===== src/rtl/axi_stream_remove_header.sv =====
// Strips N leading bytes from each AXI-Stream packet and re-packs the remainder MSB-first.
// Optional macro REMOVE_HDR_CAPTURE_EN adds header_out/header_valid.
module axi_stream_remove_header #(
  parameter int DATA_WD      = 32,
  parameter int DATA_BYTE_WD = DATA_WD / 8,
  parameter int BYTE_CNT_WD  = $clog2(DATA_BYTE_WD)
) (
  input  logic                    clk,
  input  logic                    rst_n,
  input  logic                    valid_in,
  input  logic [DATA_WD-1:0]      data_in,
  input  logic [DATA_BYTE_WD-1:0] keep_in,
  input  logic                    last_in,
  output logic                    ready_in,
  output logic                    valid_out,
  output logic [DATA_WD-1:0]      data_out,
  output logic [DATA_BYTE_WD-1:0] keep_out,
  output logic                    last_out,
  input  logic                    ready_out,
  input  logic                    valid_remove,
  input  logic [BYTE_CNT_WD-1:0]  byte_remove,
  output logic                    ready_remove
`ifdef REMOVE_HDR_CAPTURE_EN
  ,
  output logic [DATA_WD-1:0]      header_out,
  output logic                    header_valid
`endif
);

  localparam int CW = BYTE_CNT_WD + 1;
  localparam int SW = BYTE_CNT_WD + 4;

  localparam logic [1:0] S_IDLE   = 2'd0;
  localparam logic [1:0] S_FIRST  = 2'd1;
  localparam logic [1:0] S_STREAM = 2'd2;
  localparam logic [1:0] S_FLUSH  = 2'd3;

  function automatic logic [DATA_BYTE_WD-1:0] f_keep(input logic [CW-1:0] cnt);
    logic [DATA_BYTE_WD-1:0] m;
    m = '0;
    for (int i = 0; i < DATA_BYTE_WD; i++) m[DATA_BYTE_WD-1-i] = (CW'(i) < cnt);
    return m;
  endfunction

  function automatic logic [DATA_WD-1:0] f_lanes(input logic [DATA_BYTE_WD-1:0] keep);
    logic [DATA_WD-1:0] d;
    d = '0;
    for (int i = 0; i < DATA_BYTE_WD; i++) d[8*i +: 8] = {8{keep[i]}};
    return d;
  endfunction

  function automatic logic [CW-1:0] f_count(input logic [DATA_BYTE_WD-1:0] keep);
    logic [CW-1:0] c;
    c = '0;
    for (int i = 0; i < DATA_BYTE_WD; i++) c = c + CW'(keep[i]);
    return c;
  endfunction

  logic [1:0]              r_state, w_state_nxt;
  logic [BYTE_CNT_WD-1:0]  r_n, w_n_nxt;
  logic [DATA_WD-1:0]      r_prev;
  logic [CW-1:0]           r_flush_cnt, w_flush_cnt_nxt;
  logic                    r_valid_out, r_last_out;
  logic [DATA_WD-1:0]      r_data_out;
  logic [DATA_BYTE_WD-1:0] r_keep_out;

  logic                    w_out_free, w_in_fire, w_rm_fire, w_prev_ld;
  logic                    w_emit, w_emit_last;
  logic [DATA_WD-1:0]      w_emit_data, w_str_data, w_fl_data, w_first_data;
  logic [CW-1:0]           w_emit_cnt, w_k, w_n_ext, w_full;
  logic [DATA_BYTE_WD-1:0] w_emit_keep;
  logic [BYTE_CNT_WD+2:0]  w_shamt;
  logic [SW-1:0]           w_rshamt;

  assign w_out_free   = !r_valid_out || ready_out;
  assign ready_in     = ((r_state == S_FIRST) || (r_state == S_STREAM)) && w_out_free;
  assign ready_remove = (r_state == S_IDLE);
  assign w_in_fire    = valid_in && ready_in;
  assign w_rm_fire    = valid_remove && ready_remove;
  assign w_k          = f_count(keep_in);
  assign w_n_ext      = {1'b0, r_n};
  assign w_full       = CW'(DATA_BYTE_WD);
  assign w_shamt      = {r_n, 3'b000};
  assign w_rshamt     = SW'(DATA_WD) - SW'(w_shamt);
  // Residual is the previous beat's low bytes; the new beat supplies the top N bytes.
  assign w_str_data   = (r_prev << w_shamt) | (data_in >> w_rshamt);
  assign w_fl_data    = r_prev << w_shamt;
  assign w_first_data = data_in << w_shamt;
  assign w_emit_keep  = f_keep(w_emit_cnt);

  assign valid_out = r_valid_out;
  assign data_out  = r_data_out;
  assign keep_out  = r_keep_out;
  assign last_out  = r_last_out;

  // Next-state, output-beat and residual bookkeeping
  always_comb begin
    w_state_nxt     = r_state;
    w_n_nxt         = r_n;
    w_flush_cnt_nxt = r_flush_cnt;
    w_prev_ld       = 1'b0;
    w_emit          = 1'b0;
    w_emit_data     = '0;
    w_emit_cnt      = '0;
    w_emit_last     = 1'b0;
    case (r_state)
      S_IDLE: begin
        if (w_rm_fire) begin
          w_n_nxt     = byte_remove;
          w_state_nxt = S_FIRST;
        end else begin
          w_state_nxt = S_IDLE;
        end
      end
      S_FIRST: begin
        if (w_in_fire) begin
          w_prev_ld = 1'b1;
          if (last_in) begin
            w_state_nxt = S_IDLE;
            if (w_k > w_n_ext) begin
              w_emit      = 1'b1;
              w_emit_data = w_first_data;
              w_emit_cnt  = w_k - w_n_ext;
              w_emit_last = 1'b1;
            end else begin
              w_emit = 1'b0;
            end
          end else begin
            w_state_nxt = S_STREAM;
            if (r_n == '0) begin
              w_emit      = 1'b1;
              w_emit_data = data_in;
              w_emit_cnt  = w_full;
            end else begin
              w_emit = 1'b0;
            end
          end
        end else begin
          w_state_nxt = S_FIRST;
        end
      end
      S_STREAM: begin
        if (w_in_fire) begin
          w_prev_ld = 1'b1;
          w_emit    = 1'b1;
          if (r_n == '0) begin
            w_emit_data = data_in;
            w_emit_cnt  = w_k;
            w_emit_last = last_in;
            w_state_nxt = last_in ? S_IDLE : S_STREAM;
          end else if (!last_in) begin
            w_emit_data = w_str_data;
            w_emit_cnt  = w_full;
          end else if (w_k <= w_n_ext) begin
            w_emit_data = w_str_data;
            w_emit_cnt  = w_full - w_n_ext + w_k;
            w_emit_last = 1'b1;
            w_state_nxt = S_IDLE;
          end else begin
            w_emit_data     = w_str_data;
            w_emit_cnt      = w_full;
            w_flush_cnt_nxt = w_k - w_n_ext;
            w_state_nxt     = S_FLUSH;
          end
        end else begin
          w_state_nxt = S_STREAM;
        end
      end
      S_FLUSH: begin
        if (w_out_free) begin
          w_emit          = 1'b1;
          w_emit_data     = w_fl_data;
          w_emit_cnt      = r_flush_cnt;
          w_emit_last     = 1'b1;
          w_flush_cnt_nxt = '0;
          w_state_nxt     = S_IDLE;
        end else begin
          w_state_nxt = S_FLUSH;
        end
      end
      default: begin
        w_state_nxt = S_IDLE;
      end
    endcase
  end

  // Control state, strip count and residual registers
  always_ff @(posedge clk or negedge rst_n) begin
    if (!rst_n) begin
      r_state     <= S_IDLE;
      r_n         <= '0;
      r_prev      <= '0;
      r_flush_cnt <= '0;
    end else begin
      r_state     <= w_state_nxt;
      r_n         <= w_n_nxt;
      r_flush_cnt <= w_flush_cnt_nxt;
      if (w_prev_ld) r_prev <= data_in;
    end
  end

  // Output beat register; holds while stalled, unused lanes forced to zero
  always_ff @(posedge clk or negedge rst_n) begin
    if (!rst_n) begin
      r_valid_out <= 1'b0;
      r_data_out  <= '0;
      r_keep_out  <= '0;
      r_last_out  <= 1'b0;
    end else if (w_emit) begin
      r_valid_out <= 1'b1;
      r_data_out  <= w_emit_data & f_lanes(w_emit_keep);
      r_keep_out  <= w_emit_keep;
      r_last_out  <= w_emit_last;
    end else if (ready_out) begin
      r_valid_out <= 1'b0;
    end
  end

`ifdef REMOVE_HDR_CAPTURE_EN
  // Capture stripped header bytes from the first beat of each packet
  always_ff @(posedge clk or negedge rst_n) begin
    if (!rst_n) begin
      header_out   <= '0;
      header_valid <= 1'b0;
    end else if ((r_state == S_FIRST) && w_in_fire && (r_n != '0)) begin
      header_out   <= data_in & f_lanes(f_keep(w_n_ext));
      header_valid <= 1'b1;
    end else begin
      header_valid <= 1'b0;
    end
  end
`endif

endmodule


===== config.mk =====
export PLATFORM = sky130hd
export DESIGN_NAME = axi_stream_remove_header
export DESIGN_NICKNAME = d
export VERILOG_FILES = /design/src/rtl/axi_stream_remove_header.sv
export SDC_FILE = /design/constraint.sdc
export NUM_CORES = 1
export LEC_CHECK = 0
export CORE_UTILIZATION = 55
export DETAILED_ROUTE_END_ITERATION = 12
export PLACE_DENSITY = 0.8
export RECOVER_POWER = 25
export SLEW_MARGIN = 20
export SYNTH_ARGS = -nofsm -noshare
export SYNTH_HDL_FRONTEND = slang
export SYNTH_SLANG_ARGS = --single-unit

===== constraint.sdc =====
create_clock -name clk -period 4 [get_ports clk]
set_input_delay 0.8 -clock clk [delete_from_list [all_inputs] [get_ports clk]]
set_output_delay 0.8 -clock clk [all_outputs]
set_load 0.005 [all_outputs]

Yosys cells after proc, flatten, opt, wreduce, memory -nomap -nowiden
Cells that the tools add are included.
W data, S select, Z words.
{"block": "word_totals", "mem_count": 0, "register_bits": 77, "latchBits": 0, "ramBits": 0, "wordCells": 98, "romBits": 0}
{"block": "op_classes", "addsub": 7, "n_lt_le_gt_ge": 6, "multipliers": 0, "n_bitwise": 2, "n_shift": 3, "muxes": 50, "n_reduce_logical": 13, "div_mod_pow": 0, "eq_ne": 9}
{"cell": "$mux W32", "count": 7}
{"cell": "$pmux W32 S3", "count": 1}
{"cell": "$shl A32 B5 Y32", "count": 2}
{"cell": "$mux W3", "count": 14}
{"cell": "$and A32 B32 Y32", "count": 1}
{"cell": "$or A32 B32 Y32", "count": 1}
{"cell": "$shr A32 B6 Y32", "count": 1}
{"cell": "$mux W1", "count": 16}
{"cell": "$mux W2", "count": 7}
{"cell": "$ne A2 B2 Y1 const B", "count": 5}
{"cell": "$pmux W3 S3", "count": 1}
{"cell": "$pmux W2 S4", "count": 1}
{"cell": "$lt A1 B3 Y1 const A", "count": 2}
{"cell": "$lt A2 B3 Y1 const A", "count": 2}
{"cell": "$pmux W1 S3", "count": 2}
{"cell": "$pmux W3 S2", "count": 1}
{"cell": "$reduce_and A6 Y1", "count": 1}
{"cell": "$sub A6 B5 Y6 const A", "count": 1}
{"cell": "$eq A2 B2 Y1 const B", "count": 2}
{"cell": "$logic_not A2 Y1", "count": 2}
{"cell": "$ne A4 B3 Y1 const B", "count": 1}
{"cell": "$reduce_bool A2 Y1", "count": 2}
{"cell": "$add A2 B1 Y3", "count": 1}
{"cell": "$add A3 B1 Y3", "count": 1}
{"cell": "other kinds (12)", "count": 15}

Depth between registers and ports, before layout
Gate-level depths: netlist of run 1.
{"block": "depth", "word_depth": 11, "ltp_mapped": 15, "mapped_depth_nobuf": 14}

Worst setup path before layout of run 1
OpenSTA, ideal clock, no wires.
{"block": "synth_timing", "path_type": "in2reg", "startpoint": "input port keep_in[0]", "endpoint": "register r_data_out[14] (netlist: data_out[14])", "path_stages": 13, "setup_slack_ns": 0.356, "path_buffers": 2, "setup_time_ns": 0.096, "arrival_ns": 3.548, "path_cell_list": "inv_1 fa_1 inv_1 ha_1 fa_1 nor3b_2 o211ai_2 or2_1 buf_6 o21a_1 o21a_1 buf_6 a311oi_2"}
{"block": "synth_via", "elab_chain_cells": 11, "word_cells_on_any_way": 25}
{"element": "start, declared", "line_no": "12", "source": "input logic [DATA_BYTE_WD-1:0] keep_in,"}
{"element": "$add A1 B1 Y2 (*)", "line_no": "55", "source": "for (int i = 0; i < DATA_BYTE_WD; i++) c = c + CW'(keep[i]);"}
{"element": "$add A2 B1 Y3 (*)", "line_no": "55"}
{"element": "$add A3 B1 Y3 (*)", "line_no": "55"}
{"element": "$add A3 B3 Y3 / $le A3 B2 Y1 (equally long branches)", "line_no": "156, 154"}
{"element": "$mux W3", "line_no": "154", "source": "end else if (w_k <= w_n_ext) begin"}
{"element": "$mux W3", "line_no": "151", "source": "end else if (!last_in) begin"}
{"element": "$mux W3", "line_no": "146", "source": "if (r_n == '0) begin"}
{"element": "$mux W3", "line_no": "143", "source": "if (w_in_fire) begin"}
{"element": "$pmux W3 S3", "line_no": "106", "source": "case (r_state)"}
{"element": "$lt A2 B3 Y1", "line_no": "41", "source": "for (int i = 0; i < DATA_BYTE_WD; i++) m[DATA_BYTE_WD-1-i] = (CW'(i) < cnt);"}
{"element": "$and A32 B32 Y32", "line_no": "211", "source": "r_data_out <= w_emit_data & f_lanes(w_emit_keep);"}
{"element": "end signal, assigned", "line_no": "211"}
{"element": "end, declared", "line_no": "64", "source": "logic [DATA_WD-1:0] r_data_out;"}
Mark *: on every way between the ends. The rest lies on a longest branch, timed or not.
A chain may end at the register's enable or synchronous reset.

Final worst setup path of run 1
{"block": "layout_timing", "startpoint": "input port keep_in[0]", "endpoint": "register r_data_out[25] (netlist: data_out[25])"}
{"block": "layout_via", "elab_chain_cells": 11, "word_cells_on_any_way": 25}
{"element": "$add A1 B1 Y2 (*)", "line_no": "55"}
{"element": "$add A2 B1 Y3 (*)", "line_no": "55"}
{"element": "$add A3 B1 Y3 (*)", "line_no": "55"}
{"element": "$add A3 B3 Y3 / $le A3 B2 Y1 (equally long branches)", "line_no": "156, 154"}
{"element": "$mux W3", "line_no": "154"}
{"element": "$mux W3", "line_no": "151"}
{"element": "$mux W3", "line_no": "146"}
{"element": "$mux W3", "line_no": "143"}
{"element": "$pmux W3 S3", "line_no": "106"}
{"element": "$lt A1 B3 Y1", "line_no": "41"}
{"element": "$and A32 B32 Y32", "line_no": "211"}
Marks and branches as above.

==> impl_metrics.env, run 1 <==
export IMPL_status="finished with violations"
export IMPL_violations="max-capacitance violations, max-slew violations"
export IMPL_syn_area_um2=5910
export IMPL_viasPerCell=6.85
export IMPL_cts_tree="yes"
export IMPL_async_flop_share_pct=100
export IMPL_grt_pass1_wl_um=31600
export IMPL_critical_path_startpoint_type="input port"
export IMPL_slew_headroom_pct=-30.9
export IMPL_finalCriticalPeriod_ns=3.94
export IMPL_setup_worst_path_end_class="flip-flop"
export IMPL_cts_root_buf="clkbuf_8"
export IMPL_finalClockSkew_ns=0.00971
export IMPL_wl_um=20000
export IMPL_die_y_um=106
export IMPL_r2r_start="r_n[1]$_DFFE_PN0P_"
export IMPL_holdWs_ns=0.483
export IMPL_finalWeightedCongestion=0.940
export IMPL_holdPathEnd="data_out[2]$_DFFE_PN0P_"
export IMPL_pin_count=84
export IMPL_cts_buffers=9
export IMPL_hold_depth=2
export IMPL_setup_ws_ns=0.0632
export IMPL_drv_slew=78
export IMPL_report_power_total_mw=5.62
export IMPL_post_route_period_util_pct=98.4
export IMPL_antenna_found_initial=0
export IMPL_synth_seq_area_share_pct=32.6
export IMPL_synth_edf_count=0
export IMPL_die_w_um=106
export IMPL_reg2reg_depth=8
export IMPL_arrival_ns=4.17
export IMPL_clk_latency_ns=0.37
export IMPL_drv_cap=1
export IMPL_grt_overflow=0
export IMPL_min_delay_start="data_out[2]$_DFFE_PN0P_"
export IMPL_dp_cells=847
export IMPL_fillerInstances=822
export IMPL_clk_path_buf_depth=2
export IMPL_tns_ns=0
export IMPL_num_nets_final=779
export IMPL_yosysUniqueCellTypes=67
export IMPL_synth_ff_type="dfrtp_1"
export IMPL_leakage_nw=2.88
export IMPL_peakVddDrop_mv=0.699
export IMPL_antenna_cells=0
export IMPL_yosys_warnings=0
export IMPL_worstSetupPathType="in2reg"
export IMPL_timing_rr_end="data_out[15]$_DFFE_PN0P_"
export IMPL_start_util_pct=56.9
export IMPL_cts_max_level=3
export IMPL_hold_class="reg2reg"
export IMPL_drc=0
export IMPL_clk_pin_slew_ns=0.09
export IMPL_drive_above_1_share_pct=20.1
export IMPL_r2r_setup_slack_ns=0.71
export IMPL_layout_cells_non_filler=863
export IMPL_final_common_cell="clkdlybuf4s50_1"
export IMPL_cp_max_fo=9
export IMPL_powerDensity_nw_per_um2=770
export IMPL_ys_ff_latch=77
export IMPL_gr_usage_all_layers_pct=37.2
export IMPL_buffer_ports_inserted=83
export IMPL_fmax_mhz=254
export IMPL_hold_viol_final=0
export IMPL_cp_required_ns=4.23
export IMPL_drtIter0Drc=692
export IMPL_setup_viol=0
export IMPL_synth_nets=692
export IMPL_ant_nets=0
export IMPL_pre_cts_ws_ns=-0.373
export IMPL_synth_avg_cell_area_um2=9.29
export IMPL_synthCells=636
export IMPL_vias=5910
export IMPL_hpwl_um=13600
export IMPL_layout_common_cells="82 x clkdlybuf4s50_1, 75 x dfrtp_1, 61 x nor2_1"
export IMPL_grt_max_degree=82
export IMPL_grt_pass1_vias=5653
export IMPL_worst_pin_slew_ns=1.96
export IMPL_rows=37
export IMPL_wl_per_cell_um=23.1
export IMPL_die_area_um2=11200
export IMPL_drtPass1Iterations=6
export IMPL_core_um2=10400
export IMPL_syn_to_final_growth_pct=23.5
export IMPL_cts_sinks=77
## synth_stat cells, types with 13 or more instances
cell,number,share of area [%]
dfrtp_1,77,33
nor2_1,62,3.9
mux2_2,42,8.0
nand2_1,33,2.1
o21ai_0,32,2.7
a21oi_1,31,2.6
mux2i_1,31,5.3
nor2b_1,29,3.1
a211oi_1,27,3.4
clkbuf_1,24,1.5
a221oi_1,20,3.0
buf_2,18,1.5
a32oi_1,16,2.4
inv_1,15,0.95
a22oi_1,13,1.7
## flip-flops by register name (all words and copies together) (netlist names)
register and cells:
data_out 32, keep_out 4, r_flush_cnt 3, r_state 2, valid_out 1, r_n 2, last_out 1, r_prev 32
## how the worst max path moves through the flow
| stage | to | slack (ns) | startpoint |
|---|---|---|---|
| 3_3_place_gp | data_out[16]$_DFFE_PN0P_ | -0.33 | keep_in[0] |
| 5_1_grt | data_out[14]$_DFFE_PN0P_ | -0.01 | keep_in[0] |
| 3_5_place_dp | data_out[16]$_DFFE_PN0P_ | -0.37 | keep_in[0] |
| 4_1_cts | data_out[16]$_DFFE_PN0P_ | 0.0008 | keep_in[0] |
| 6_report | data_out[25]$_DFFE_PN0P_ | 0.06 | keep_in[0] |
| 2_1_floorplan | data_out[14]$_DFFE_PN0P_ | 0.36 | keep_in[0] |
## cells by family (layout without fill, tap and decap cells)
kind of cell	Yosys count	after routing	synth area share, %
compound gates	223	223	28.7
mux	78	78	15.2
simple gates	174	174	15.0
fa+ha+maj	12	12	2.92
flops	77	77	32.6
buf+inv	70	161	5.28
xor+xnor	2	2	0.297
## worst max-delay path, cell delays in order
cell and delay, ns:
clkdlybuf4s50_1 0.45, inv_1 0.05, fa_1 0.53, inv_1 0.05, ha_2 0.20, fa_1 0.57
nor3b_4 0.26, o211ai_2 0.12, buf_6 0.16, a221oi_4 0.30, and3_1 0.24, and3_1 0.23
buf_12 0.16, a211oi_2 0.04
## area by class of cell
class / instances / area, um2 / share of cell area (%)
clock buffers: 10 / 128 / 1.75
clock inverters: 5 / 52.6 / 0.721
repair buffers: 129 / 1230 / 16.9
multi-input cells: 489 / 3720 / 51.0
inverters: 17 / 63.8 / 0.875
well taps: 136 / 170 / 2.33
flip-flops and latches: 77 / 1930 / 26.5
## what timing repair did
item,in CTS,in global routing
hold endpoints to repair,0,0
setup endpoints to repair,0,33
hold buffers,0,0
setup buffers,0,1
gates resized for setup,0,13
## where the power goes
group	internal [mW]	leakage [nW]	total [mW]	switching (mW)
clock network	0.282	0.0919	0.589	0.307
logic	1.63	1.83	3.62	1.99
registers	1.12	0.951	1.41	0.285
## per-stage QoR
| step | utilization [%] | area, um2 |
|---|---|---|
| floorplan | - | 5910 |
| global placement | 68.0 | 7050 |
| detailed placement | 68.0 | 7050 |
| CTS | 69.7 | 7230 |
| global route | 70.3 | 7290 |
| finish | 70.3 | 7290 |
## per-layer routing
layer / routed length, um / track usage [%]
met1: 8110 / 52.4
met2: 8880 / 55.7
met3: 2140 / 6.62
met4: 846 / 17.2
met5: 0 / 0
Note: power is estimated with default switching activity, not from simulation.
==> inputs of run 2 (changes only) <==
Settings changed: TNS_END_PERCENT from default to 1.
==> run 2 against run 1 <==
  * Count of clock-buffer cells in the layout unchanged
  * Clock power hardly changed
  * Wire length fell by 0.59%
  * The flow still finishes with violations (max-capacitance violations, max-slew violations)
  * Critical path type unchanged
  * Clock skew grew 0.00063 ns
  * Hold slack gained 0.00087 ns
  * Total power down 0.32%
  * Largest cell class unchanged
==> impl_metrics.env, run 2 (same netlist as run 1, synthesis figures left out) <==
export IMPL_setup_viol=0
export IMPL_clk_latency_ns=0.36
export IMPL_ant_nets=0
export IMPL_layout_common_cells="82 x clkdlybuf4s50_1, 75 x dfrtp_1, 61 x nor2_1"
export IMPL_viasPerCell=6.85
export IMPL_fmax_mhz=253
export IMPL_worstSetupPathType="in2reg"
export IMPL_status="finished with violations"
export IMPL_fillerInstances=826
export IMPL_grt_overflow=0
export IMPL_antenna_cells=0
export IMPL_start_util_pct=56.9
export IMPL_drv_cap=1
export IMPL_cp_required_ns=4.26
export IMPL_layout_cells_non_filler=862
export IMPL_cts_tree="yes"
export IMPL_p_int_mw=3.03
export IMPL_drtPass1Iterations=6
export IMPL_dp_cells=847
export IMPL_cts_buffers=9
export IMPL_gr_usage_all_layers_pct=37.2
export IMPL_holdWs_ns=0.484
export IMPL_powerDensity_nw_per_um2=770
export IMPL_critical_path_startpoint_type="input port"
export IMPL_num_nets_final=778
export IMPL_slew_headroom_pct=-31.4
export IMPL_clk_pin_slew_ns=0.09
export IMPL_syn_to_final_growth_pct=23.1
export IMPL_die_y_um=106
export IMPL_p_sw_share_pct=45.9
export IMPL_finalCriticalPeriod_ns=3.95
export IMPL_grt_max_degree=82
export IMPL_worst_pin_slew_ns=1.97
export IMPL_cts_sinks=77
export IMPL_die_area_um2=11200
export IMPL_drtIter0Drc=745
export IMPL_grt_pass1_wl_um=31600
export IMPL_final_common_cell="clkdlybuf4s50_1"
export IMPL_cts_max_level=3
export IMPL_p_seq_share_pct=25.2
export IMPL_antenna_found_initial=0
export IMPL_cp_max_fo=19
export IMPL_die_w_um=106
export IMPL_r2r_setup_slack_ns=0.78
export IMPL_finalClockSkew_ns=0.0103
export IMPL_wl_per_cell_um=23.0
export IMPL_vias=5903
export IMPL_peakVddDrop_mv=0.692
export IMPL_power_switching_mw=2.57
export IMPL_rows=37
export IMPL_hold_class="reg2reg"
export IMPL_drive_above_1_share_pct=19.8
export IMPL_buffer_ports_inserted=83
export IMPL_reg2reg_depth=8
export IMPL_clkPwrFrac_pct=10.5
export IMPL_violations="max-capacitance violations, max-slew violations"
export IMPL_drv_slew=78
export IMPL_post_route_period_util_pct=98.8
export IMPL_clk_path_buf_depth=2
export IMPL_rsz0062_at_grt="yes"
export IMPL_leakage_nw=2.88
export IMPL_pin_count=84
export IMPL_hold_depth=2
export IMPL_grt_pass1_vias=5653
export IMPL_pwr_share_comb_pct=64.4
export IMPL_drc=0
export IMPL_finalWeightedCongestion=0.940
export IMPL_setup_worst_path_end_class="flip-flop"
export IMPL_arrival_ns=4.21
export IMPL_hpwl_um=13600
export IMPL_wl_um=19900
export IMPL_cts_root_buf="clkbuf_8"
export IMPL_core_um2=10400
export IMPL_hold_viol_final=0
export IMPL_postCtsSetupRepairBufs=0
==> run 2: final timing paths <==
check                                        start                        to
max in group asynchronous                    rst_n        r_n[0]$_DFFE_PN0P_
min                        data_out[2]$_DFFE_PN0P_   data_out[2]$_DFFE_PN0P_
min in group asynchronous                    rst_n   keep_out[0]$_DFFE_PN0P_
max                                     keep_in[0]  data_out[19]$_DFFE_PN0P_
min reg2reg                data_out[2]$_DFFE_PN0P_   data_out[2]$_DFFE_PN0P_
max reg2reg                     r_n[1]$_DFFE_PN0P_  data_out[15]$_DFFE_PN0P_
==> run 2: worst max-delay path: stages <==
cell and delay [ns]:
clkdlybuf4s50_1 0.45, inv_1 0.05, fa_1 0.53, inv_1 0.04, ha_1 0.21, fa_1 0.57, nor3b_4 0.25, o211ai_2 0.11
buf_4 0.18, a221oi_4 0.30, buf_12 0.20, o21ai_0 0.11, nor3_2 0.21, buf_4 0.16, nor3_2 0.03
==> run 2: timing repair <==
item | 4_1_cts | 5_1_grt
resized for setup | 0 | 10
endpoints found under the setup margin | 0 | 33
hold buffers | 0 | 0
==> run 2: layer usage <==
layer	track usage, %	up-vias	part of all wire [%]
met1	52.4	2811	41
li1	-	2621	-
met5	0	-	0
met3	6.62	74	9.7
met2	55.7	397	45
met4	17.2	0	4.1
==> run 2: cell type report <==
cell class / count / area [um2] / share of cell area [%]
clock buffers: 10 / 128 / 1.76
clock inverters: 5 / 52.6 / 0.723
inverters: 17 / 63.8 / 0.878
multi-input cells: 489 / 3710 / 51.0
flip-flops and latches: 77 / 1930 / 26.5
well taps: 136 / 170 / 2.34
repair buffers: 128 / 1220 / 16.7
==> run 2: per-stage QoR <==
stage | instance area [um2] | total power [mW] | TNS, ns | worst slack, ns | utilization [%]
after floorplan | 5910 | 3.68 | 0 | 0.356 | -
after global placement | 7050 | 4.82 | -7.59 | -0.330 | 68.0
after detailed placement | 7050 | 4.89 | -10.14 | -0.373 | 68.0
after CTS | 7230 | 5.49 | 0 | 0.000810 | 69.7
after global routing | 7270 | 5.94 | -0.409 | -0.0543 | 70.1
final | 7270 | 5.60 | 0 | 0.0492 | 70.1
==> run 2: power by group through the flow <==
| stage | logic [mW] | clock network [mW] | registers [mW] |
|---|---|---|---|
| detailed placement | 3.49 | 0 | 1.40 |
| floorplan | 2.35 | 0 | 1.33 |
| finish | 3.60 | 0.586 | 1.41 |
| global placement | 3.43 | 0 | 1.39 |
| global route | 3.88 | 0.620 | 1.44 |
| CTS | 3.51 | 0.592 | 1.39 |
